===== src/rtl/led_panel_bcm.sv =====
// -----------------------------------------------------------------------------
// led_panel_bcm
//
// HUB75-style single-scan LED panel driver with binary-code-modulation colour
// depth and a built-in test-pattern generator.
//
// Each row is shifted out once per BCM plane. The display time of a plane
// doubles with its weight, so the MSB plane is shown longest. Row changes only
// ever happen while the panel is blanked.
//
// Build option:
//   LED_PANEL_BCM_EN  defined   : DEPTH planes per row (full BCM).
//   LED_PANEL_BCM_EN  undefined : one plane per row, fixed at the pattern MSB
//                                 (1-bit colour). Ports/parameters unchanged.
//
// Parameters:
//   COLS       columns shifted per row (>= 2)
//   ROW_BITS   row counter width
//   DEPTH      bits per colour channel = number of BCM planes (1..8)
//   PAUSE_UNIT display cycles of the LSB plane (>= 1)
//
// Ports:
//   clk        in   single clock
//   reset      in   synchronous, active-high reset
//   rowmax_in  in   index of the last row (sampled at the end of each row)
//   mode_in    in   test pattern select (registered at the start of each row)
//   red_out    out  column data, red
//   green_out  out  column data, green
//   blue_out   out  column data, blue
//   sclk_out   out  column shift clock (panel samples on the rising edge)
//   latch_out  out  active-low latch
//   blank_out  out  high = panel blanked
//   aclk_out   out  row advance pulse
//   arst_out   out  row reset to row 0
//   frame_out  out  one-cycle pulse at the start of each frame
// -----------------------------------------------------------------------------
// state    | meaning
// ---------+-------------------------------------------------------------------
// START    | row setup: drop row pulses, register mode, flag frame start
// SHIFT_LO | shift clock low, present column data for the current plane
// SHIFT_HI | shift clock high, panel samples; advance column or finish row
// LATCH    | pulse latch low for one cycle, clear dwell timer
// SHOW     | panel lit for PAUSE_UNIT * 2^plane cycles
// BLANK    | panel dark; next plane or go change row
// NEXTROW  | advance or wrap the row (and frame) counter while blanked
// -----------------------------------------------------------------------------
module led_panel_bcm #(
    parameter int COLS       = 64,
    parameter int ROW_BITS   = 6,
    parameter int DEPTH      = 4,
    parameter int PAUSE_UNIT = 32
) (
    input  logic                clk,
    input  logic                reset,
    input  logic [ROW_BITS-1:0] rowmax_in,
    input  logic [1:0]          mode_in,
    output logic                red_out,
    output logic                green_out,
    output logic                blue_out,
    output logic                sclk_out,
    output logic                latch_out,
    output logic                blank_out,
    output logic                aclk_out,
    output logic                arst_out,
    output logic                frame_out
);

    localparam int CW = (COLS > 1) ? $clog2(COLS) : 1;
    localparam int PW = (DEPTH > 1) ? $clog2(DEPTH) : 1;
    // Must hold the longest dwell count, PAUSE_UNIT * 2^(DEPTH-1) - 1.
    localparam int DW = $clog2(PAUSE_UNIT * (2 ** (DEPTH - 1)) + 1);

    localparam logic [CW-1:0]       COL_LAST   = CW'(COLS - 1);
    localparam logic [CW-1:0]       COL_ONE    = CW'(1);
    localparam logic [PW-1:0]       PLANE_LAST = PW'(DEPTH - 1);
    localparam logic [PW-1:0]       PLANE_ONE  = PW'(1);
    localparam logic [ROW_BITS-1:0] ROW_ONE    = ROW_BITS'(1);
    localparam logic [DW-1:0]       DWELL_ONE  = DW'(1);
    localparam logic [7:0]          FRAME_ONE  = 8'd1;

`ifdef LED_PANEL_BCM_EN
    localparam logic [PW-1:0] PLANE_FIRST = '0;
`else
    // Single plane: always show the pattern MSB.
    localparam logic [PW-1:0] PLANE_FIRST = PLANE_LAST;
`endif

    typedef enum logic [2:0] {
        START    = 3'd0,
        SHIFT_LO = 3'd1,
        SHIFT_HI = 3'd2,
        LATCH    = 3'd3,
        SHOW     = 3'd4,
        BLANK    = 3'd5,
        NEXTROW  = 3'd6
    } state_t;

    // State and counters
    state_t              r_state;
    logic [CW-1:0]       r_col;
    logic [PW-1:0]       r_plane;
    logic [ROW_BITS-1:0] r_row;
    logic [7:0]          r_frame;
    logic [DW-1:0]       r_dwell;
    logic [1:0]          r_mode;

    // Registered panel outputs
    logic r_red;
    logic r_green;
    logic r_blue;
    logic r_sclk;
    logic r_latch;
    logic r_blank;
    logic r_aclk;
    logic r_arst;
    logic r_frame_pulse;

    // Next-state values
    state_t              w_state_nxt;
    logic [CW-1:0]       w_col_nxt;
    logic [PW-1:0]       w_plane_nxt;
    logic [ROW_BITS-1:0] w_row_nxt;
    logic [7:0]          w_frame_nxt;
    logic [DW-1:0]       w_dwell_nxt;
    logic [1:0]          w_mode_nxt;
    logic                w_red_nxt;
    logic                w_green_nxt;
    logic                w_blue_nxt;
    logic                w_sclk_nxt;
    logic                w_latch_nxt;
    logic                w_blank_nxt;
    logic                w_aclk_nxt;
    logic                w_arst_nxt;
    logic                w_frame_pulse_nxt;

    // Pattern generator: c, r, f all taken mod 2^DEPTH
    logic [DEPTH-1:0] w_c;
    logic [DEPTH-1:0] w_r;
    logic [DEPTH-1:0] w_f;
    logic [DEPTH-1:0] w_pat_r;
    logic [DEPTH-1:0] w_pat_g;
    logic [DEPTH-1:0] w_pat_b;
    logic [DW-1:0]    w_dwell_last;

    assign w_c = DEPTH'(r_col);
    assign w_r = DEPTH'(r_row);
    assign w_f = DEPTH'(r_frame);

    always_comb begin
        w_pat_r = '0;
        w_pat_g = '0;
        w_pat_b = '0;
        case (r_mode)
            2'd0: begin
                w_pat_r = '1;
                w_pat_g = '1;
                w_pat_b = '1;
            end
            2'd1: begin
                w_pat_r = w_c;
                w_pat_g = '0;
                w_pat_b = ~w_c;
            end
            2'd2: begin
                w_pat_r = w_r;
                w_pat_g = w_r;
                w_pat_b = w_r;
            end
            default: begin
                w_pat_r = w_c + w_f;
                w_pat_g = w_r;
                w_pat_b = '0;
            end
        endcase
    end

    // Plane p is shown for PAUSE_UNIT * 2^p cycles; the timer counts 0..last.
    assign w_dwell_last = DW'((PAUSE_UNIT << r_plane) - 1);

    always_comb begin
        w_state_nxt       = r_state;
        w_col_nxt         = r_col;
        w_plane_nxt       = r_plane;
        w_row_nxt         = r_row;
        w_frame_nxt       = r_frame;
        w_dwell_nxt       = r_dwell;
        w_mode_nxt        = r_mode;
        w_red_nxt         = r_red;
        w_green_nxt       = r_green;
        w_blue_nxt        = r_blue;
        w_sclk_nxt        = r_sclk;
        w_latch_nxt       = r_latch;
        w_blank_nxt       = r_blank;
        w_aclk_nxt        = r_aclk;
        w_arst_nxt        = r_arst;
        w_frame_pulse_nxt = r_frame_pulse;

        case (r_state)
            START: begin
                w_arst_nxt        = 1'b0;
                w_aclk_nxt        = 1'b0;
                w_col_nxt         = '0;
                w_plane_nxt       = PLANE_FIRST;
                w_blank_nxt       = 1'b1;
                w_latch_nxt       = 1'b1;
                // Mode is frozen per row so a row never mixes patterns.
                w_mode_nxt        = mode_in;
                w_frame_pulse_nxt = (r_row == '0);
                w_state_nxt       = SHIFT_LO;
            end
            SHIFT_LO: begin
                // Data changes with the falling shift clock so it is stable a
                // full cycle before the next rising edge.
                w_sclk_nxt        = 1'b0;
                w_red_nxt         = w_pat_r[r_plane];
                w_green_nxt       = w_pat_g[r_plane];
                w_blue_nxt        = w_pat_b[r_plane];
                w_frame_pulse_nxt = 1'b0;
                w_state_nxt       = SHIFT_HI;
            end
            SHIFT_HI: begin
                w_sclk_nxt = 1'b1;
                if (r_col == COL_LAST) begin
                    w_state_nxt = LATCH;
                end else begin
                    w_col_nxt   = r_col + COL_ONE;
                    w_state_nxt = SHIFT_LO;
                end
            end
            LATCH: begin
                w_sclk_nxt  = 1'b0;
                w_latch_nxt = 1'b0;
                w_red_nxt   = 1'b0;
                w_green_nxt = 1'b0;
                w_blue_nxt  = 1'b0;
                w_dwell_nxt = '0;
                w_state_nxt = SHOW;
            end
            SHOW: begin
                w_latch_nxt = 1'b1;
                w_blank_nxt = 1'b0;
                if (r_dwell == w_dwell_last) begin
                    w_state_nxt = BLANK;
                end else begin
                    w_dwell_nxt = r_dwell + DWELL_ONE;
                end
            end
            BLANK: begin
                w_blank_nxt = 1'b1;
`ifdef LED_PANEL_BCM_EN
                if (r_plane == PLANE_LAST) begin
                    w_state_nxt = NEXTROW;
                end else begin
                    w_plane_nxt = r_plane + PLANE_ONE;
                    w_col_nxt   = '0;
                    w_state_nxt = SHIFT_LO;
                end
`else
                w_state_nxt = NEXTROW;
`endif
            end
            NEXTROW: begin
                // >= rather than == so a lowered rowmax wraps immediately.
                if (r_row >= rowmax_in) begin
                    w_row_nxt   = '0;
                    w_arst_nxt  = 1'b1;
                    w_frame_nxt = r_frame + FRAME_ONE;
                end else begin
                    w_row_nxt  = r_row + ROW_ONE;
                    w_aclk_nxt = 1'b1;
                end
                w_state_nxt = START;
            end
            default: begin
                w_state_nxt = START;
            end
        endcase
    end

    always_ff @(posedge clk) begin
        if (reset) begin
            r_state       <= START;
            r_col         <= '0;
            r_plane       <= '0;
            r_row         <= '0;
            r_frame       <= '0;
            r_dwell       <= '0;
            r_mode        <= '0;
            r_red         <= 1'b0;
            r_green       <= 1'b0;
            r_blue        <= 1'b0;
            r_sclk        <= 1'b0;
            r_latch       <= 1'b1;
            r_blank       <= 1'b1;
            r_aclk        <= 1'b0;
            r_arst        <= 1'b1;
            r_frame_pulse <= 1'b0;
        end else begin
            r_state       <= w_state_nxt;
            r_col         <= w_col_nxt;
            r_plane       <= w_plane_nxt;
            r_row         <= w_row_nxt;
            r_frame       <= w_frame_nxt;
            r_dwell       <= w_dwell_nxt;
            r_mode        <= w_mode_nxt;
            r_red         <= w_red_nxt;
            r_green       <= w_green_nxt;
            r_blue        <= w_blue_nxt;
            r_sclk        <= w_sclk_nxt;
            r_latch       <= w_latch_nxt;
            r_blank       <= w_blank_nxt;
            r_aclk        <= w_aclk_nxt;
            r_arst        <= w_arst_nxt;
            r_frame_pulse <= w_frame_pulse_nxt;
        end
    end

    assign red_out   = r_red;
    assign green_out = r_green;
    assign blue_out  = r_blue;
    assign sclk_out  = r_sclk;
    assign latch_out = r_latch;
    assign blank_out = r_blank;
    assign aclk_out  = r_aclk;
    assign arst_out  = r_arst;
    assign frame_out = r_frame_pulse;

endmodule


===== config.mk =====
export PLATFORM = sky130hd
export DESIGN_NAME = led_panel_bcm
export DESIGN_NICKNAME = d
export VERILOG_FILES = /design/src/rtl/led_panel_bcm.sv
export SDC_FILE = /design/constraint.sdc
export NUM_CORES = 1
export LEC_CHECK = 0
export BUFFER_PORTS_ARGS = -buffer_cell sky130_fd_sc_hd__buf_2
export CAP_MARGIN = 20
export CORE_UTILIZATION = 63
export DETAILED_ROUTE_END_ITERATION = 8
export PLACE_DENSITY = 0.91
export REMOVE_ABC_BUFFERS = 1
export SETUP_SLACK_MARGIN = 0.05
export SLEW_MARGIN = 5
export SYNTH_ARGS = -nofsm -noshare
export SYNTH_HDL_FRONTEND = slang
export SYNTH_SLANG_ARGS = --single-unit

===== constraint.sdc =====
create_clock -name clk -period 5.5 [get_ports clk]
set_clock_uncertainty 0.1 [all_clocks]
set_input_delay 1.1 -clock clk [delete_from_list [all_inputs] [get_ports clk]]
set_output_delay 1.1 -clock clk [all_outputs]
set_load 0.02 [all_outputs]

Word-level counts from Yosys, hierarchy flattened. Index checks and enable logic that the tools add are counted.

$add $sub $neg: 6. Magnitude comparators: 2. Equality and inequality tests: 15. Shifts and indexed selects: 1. Multiplexer cells: 28. Bitwise logic cells: 1. Reductions and logical operators: 19.

Operators with widths (number): $pmux 4 s3 (2); $pmux 1 s2 (9); $pmux 3 s6 (1); $pmux 9 s2 (1); $reduce_bool 2->1 (8); $add 6x1->6 const B (2); $mux 6 (2); $pmux 6 s2 (1); $ne 2x2->1 const B (5); $reduce_and 2->1 (5); $add 9x1->9 const B (1); $eq 3x3->1 const B (3); $eq 9x9->1 (1); $mux 9 (1); $shl 6x2->9 const A (1); $sub 9x2->9 const B (1); $add 8x1->8 const B (1); $pmux 4 s2 (1); $bmux 1 s2 (3); $eq 3x2->1 const B (2); $eq 6x6->1 const B (1); $ge 6x6->1 (1); $logic_not 6->1 (1); $reduce_or 2->1 (3); other kinds (11) (15).

Flip-flop bits (word level): 44. Input port bits: 10. Output and inout port bits: 9. Logic and storage cells: 88.

Logic depth before layout (Yosys ltp).
Depth in word-level cells: 5. Mapped depth: 7. Mapped depth without buffers: 7.

Least setup slack after synthesis. OpenSTA, ideal clock, no wires.

Path type: input -> register. Start: input port rowmax_in[4]. End: register r_arst, in the netlist arst_out. Setup time: 120 ps. Data arrival time: 2243 ps. Required time: 5280 ps. Slack: 3038 ps. Stages: 6. Buffers on the path: 0. Cells stage by stage: inv_1 ha_1 and3_1 and2_1 a21o_1 a211o_1.

Word-level cells in the longest chain between the ends: 3.

RTL lines: start, declared (RTL line 55) `input logic [ROW_BITS-1:0] rowmax_in,`; $ge 6x6->1 (RTL line 264) `if (r_row >= rowmax_in) begin`; $ne 2x2->1 (no source line); $reduce_and 2->1 (no source line); end signal, assigned (RTL line 313) `r_arst <= w_arst_nxt;`; end, declared (RTL line 115) `logic r_arst;`.

No other way between the ends. A chain may end at the register's enable or synchronous reset.

Worst setup path after layout.
Start: input port rowmax_in[2]. End: register r_frame[3].

Word-level cells in the longest chain between the ends: 2.

RTL lines: $ge 6x6->1 (RTL line 264); $reduce_and 2->1 (no source line); end signal, assigned (RTL line 303) `r_frame <= w_frame_nxt;`; end, declared (RTL line 103) `logic [7:0] r_frame;`.

No other way between the ends.

==> results.sh <==
export IMPL_status="completed"
export IMPL_slew_violations=0
export IMPL_async_reset_ff_frac=0
export IMPL_max_freq_ghz=0.430
export IMPL_postCtsHoldBufs=0
export IMPL_setup_viol=0
export IMPL_rows=20
export IMPL_grt_pass1_vias=1725
export IMPL_via_per_inst=5.88
export IMPL_power_uw=560
export IMPL_period_share=0.423
export IMPL_dieArea_um2=3600
export IMPL_worstMarginPinSlew_ns=0.574
export IMPL_post_cts_setup_buffer_count=0
export IMPL_clk_pin_slew_ns=0.12
export IMPL_routed_wl_um=4270
export IMPL_holdPathStages=1
export IMPL_hold_class="flop to flop"
export IMPL_seq_power_share=0.556
export IMPL_cp_arrival_ns=2.52
export IMPL_synthTopCellsByArea="dfxtp_1 38%, ha_1 8.3%, a21oi_1 6.1%"
export IMPL_min_from="arst_out"
export IMPL_cts_tree="built"
export IMPL_ir_worst_vdd_uv=165
export IMPL_cts_resized=0
export IMPL_sw_frac_of_total=0.257
export IMPL_cp_required_ns=5.69
export IMPL_yosys_warnings=0
export IMPL_ant_nets=0
export IMPL_reg2reg_from="r_row[0]"
export IMPL_power_frac_comb=0.102
export IMPL_hold_slack_ns=0.374
export IMPL_synth_edff_count=0
export IMPL_finalHoldViolCount=0
export IMPL_cap_violations=0
export IMPL_synth_distinct_cells=47
export IMPL_io_pins=19
export IMPL_netlist_area_um2=2120
export IMPL_drc=0
export IMPL_grt_overflow=0
export IMPL_clock_sinks=40
export IMPL_antenna_found_initial=0
export IMPL_numCtsBuffers=5
export IMPL_n_antenna_cell=0
export IMPL_maxSlewHeadroom=0.617
export IMPL_crit_family="compound AO/OA/AOI/OAI gates"
export IMPL_reg2regPathDepth=7
export IMPL_path_max_fanout=5
export IMPL_r2r_slack_ns=3.40
export IMPL_p_int_uw=416
export IMPL_dr_pass1_iters=4
export IMPL_synth_commonest_cells="40 x dfxtp_1, 29 x nor2_1, 26 x a21oi_1"
export IMPL_die_height_um=60
export IMPL_fin_nets=292
export IMPL_gp_congestion=0.850
export IMPL_path_cells="buf_2 > inv_1 > ha_1 > nand2_1 > o21ai_0 > a21oi_1 > or3_1 > a21oi_1"
export IMPL_min_to="arst_out"
export IMPL_synth_top_area_share=0.378
export IMPL_die_x_um=60
export IMPL_crit_path_frequent_cell="a21oi_1"
export IMPL_ys_seq_elements=40
export IMPL_crit_path_start_kind="input pin"
export IMPL_wire_per_inst_um=13.6
export IMPL_tns_ns=0
export IMPL_first_iter_violations=143
export IMPL_dpl_hpwl_um=3130
export IMPL_synth_seq_area_share=0.378
export IMPL_crit_slowest_cell="or3_1"
export IMPL_drive_gt1_frac=0.123
export IMPL_avgSynthCellArea_um2=8.31
export IMPL_grt_usage=0.276
export IMPL_rr_endpoint="r_frame[3]"
export IMPL_fin_crit_ns=2.33
export IMPL_synth_top_cell_by_area="dfxtp_1"
export IMPL_initial_utilization=0.678
export IMPL_power_per_cell_area_nw_per_um2=244
export IMPL_numPortBuffers=18
export IMPL_endpoint_kind="flop"
export IMPL_power_switching_uw=144
export IMPL_insertion_delay_ns=0.36
export IMPL_synth_most_common_cell="dfxtp_1"
export IMPL_synthFlopType="dfxtp_1"
export IMPL_core_um2=3130
export IMPL_leakagePower_uw=0.000907
export IMPL_clock_path_buffers=2
export IMPL_ctsRootBufferMaster="clkbuf_4"
export IMPL_rsz0062_at_grt="false"
export IMPL_vias=1842
export IMPL_synthCells=255
export IMPL_grt_max_degree=36
export IMPL_grt_pass1_wl_um=7420
export IMPL_h_tree_depth=2
export IMPL_critPathMaxStageDelay_ns=0.38
export IMPL_syn_to_final_growth_pct=8.21
export IMPL_clkPwrFrac=0.342
export IMPL_path_class="input pin to flop"
export IMPL_cp_num_buf_inv=2
layout by cell type (no fill, tap or decap), types with 2 or more instances in the layout:
master     instances
a2111oi_0          4
a211oi_1           3
a21o_1             3
a21oi_1           26
a22oi_1            2
and3_1             2
buf_2             18
clkbuf_4           5
dfxtp_1           40
ha_1              14
inv_1             14
mux2i_1            2
nand2_1           22
nand2b_1           4
nand3_1            8
nand3b_1           3
nand4_1            6
nor2_1            29
nor2b_1            2
nor3_1             9
nor4_1             2
o21ai_0            8
o32ai_1            2
or2_2              2
or3_1              2
xnor2_1            7
xor2_1             7
area by class of cell:
| cell class | count | area (µm²) |
|---|---|---|
| well taps | 44 | 55.1 |
| clock buffers | 6 | 41.3 |
| repair buffers | 18 | 90.1 |
| multi-input cells | 189 | 1220 |
| fillers | 247 | 835 |
| clock inverters | 2 | 35.0 |
| inverters | 14 | 52.6 |
| flip-flops and latches | 40 | 801 |
worst reg2reg max path, delay by kind of cell, from the launching register on:
family / cells / cell delay, ns
compound gates: 3 / 0.62
flops: 1 / 0.45
simple gates: 2 / 0.42
fa+ha+maj: 1 / 0.30
buf+inv: 1 / 0.15
metal layers:
layer | global-route usage | routed length (µm) | share of wire
met4 | 0.146 | 37 | 0.0087
met1 | 0.335 | 1990 | 0.47
met2 | 0.451 | 2010 | 0.47
met3 | 0.0671 | 234 | 0.055
met5 | 0 | 0 | 0
flip-flops by register name, indices dropped and copies added (netlist names), 2 cells and up:
register,count
r_col,6
r_dwell,9
r_frame,4
r_mode,2
r_row,6
r_state,3
cells by family after synthesis:
logic type                 Yosys count  share of synthesized area
muxes                                3                     0.0148
xor gates and xnor gates            14                     0.0579
AOI/OAI and AO/OA                   60                      0.190
buffers and inverters               26                     0.0472
DFF                                 40                      0.378
and+or+nand+nor                     98                      0.230
adders and majority gates           14                     0.0826
per-stage QoR:
step                 util  setup WS, ns  instance area [µm²]  std cells
floorplan               -          3.04                 2070        243
global placement    0.709          2.88                 2220        305
detailed placement  0.709          2.81                 2220        305
CTS                 0.733          3.19                 2290        313
global route        0.733          3.08                 2290        313
finish              0.733          3.17                 2290        313
worst max-delay path by stage:
stage | to | startpoint | cells after the start
after CTS | r_frame[3] | rowmax_in[2] | 8
after floorplan | arst_out | rowmax_in[4] | 6
after detailed placement | r_frame[3] | rowmax_in[2] | 8
after global routing | r_frame[3] | rowmax_in[2] | 8
final | r_frame[3] | rowmax_in[2] | 8
after global placement | r_frame[3] | rowmax_in[2] | 8
power groups by stage:
stage | Clock [µW] | Combinational [µW] | Sequential (µW)
2_1_floorplan | 0 | 33.2 | 320
3_3_place_gp | 0 | 55.3 | 317
3_5_place_dp | 0 | 57.0 | 317
4_1_cts | 194 | 57.1 | 311
5_1_grt | 209 | 64.7 | 313
6_report | 192 | 57.0 | 311
Power figures use the tool's default switching activity.
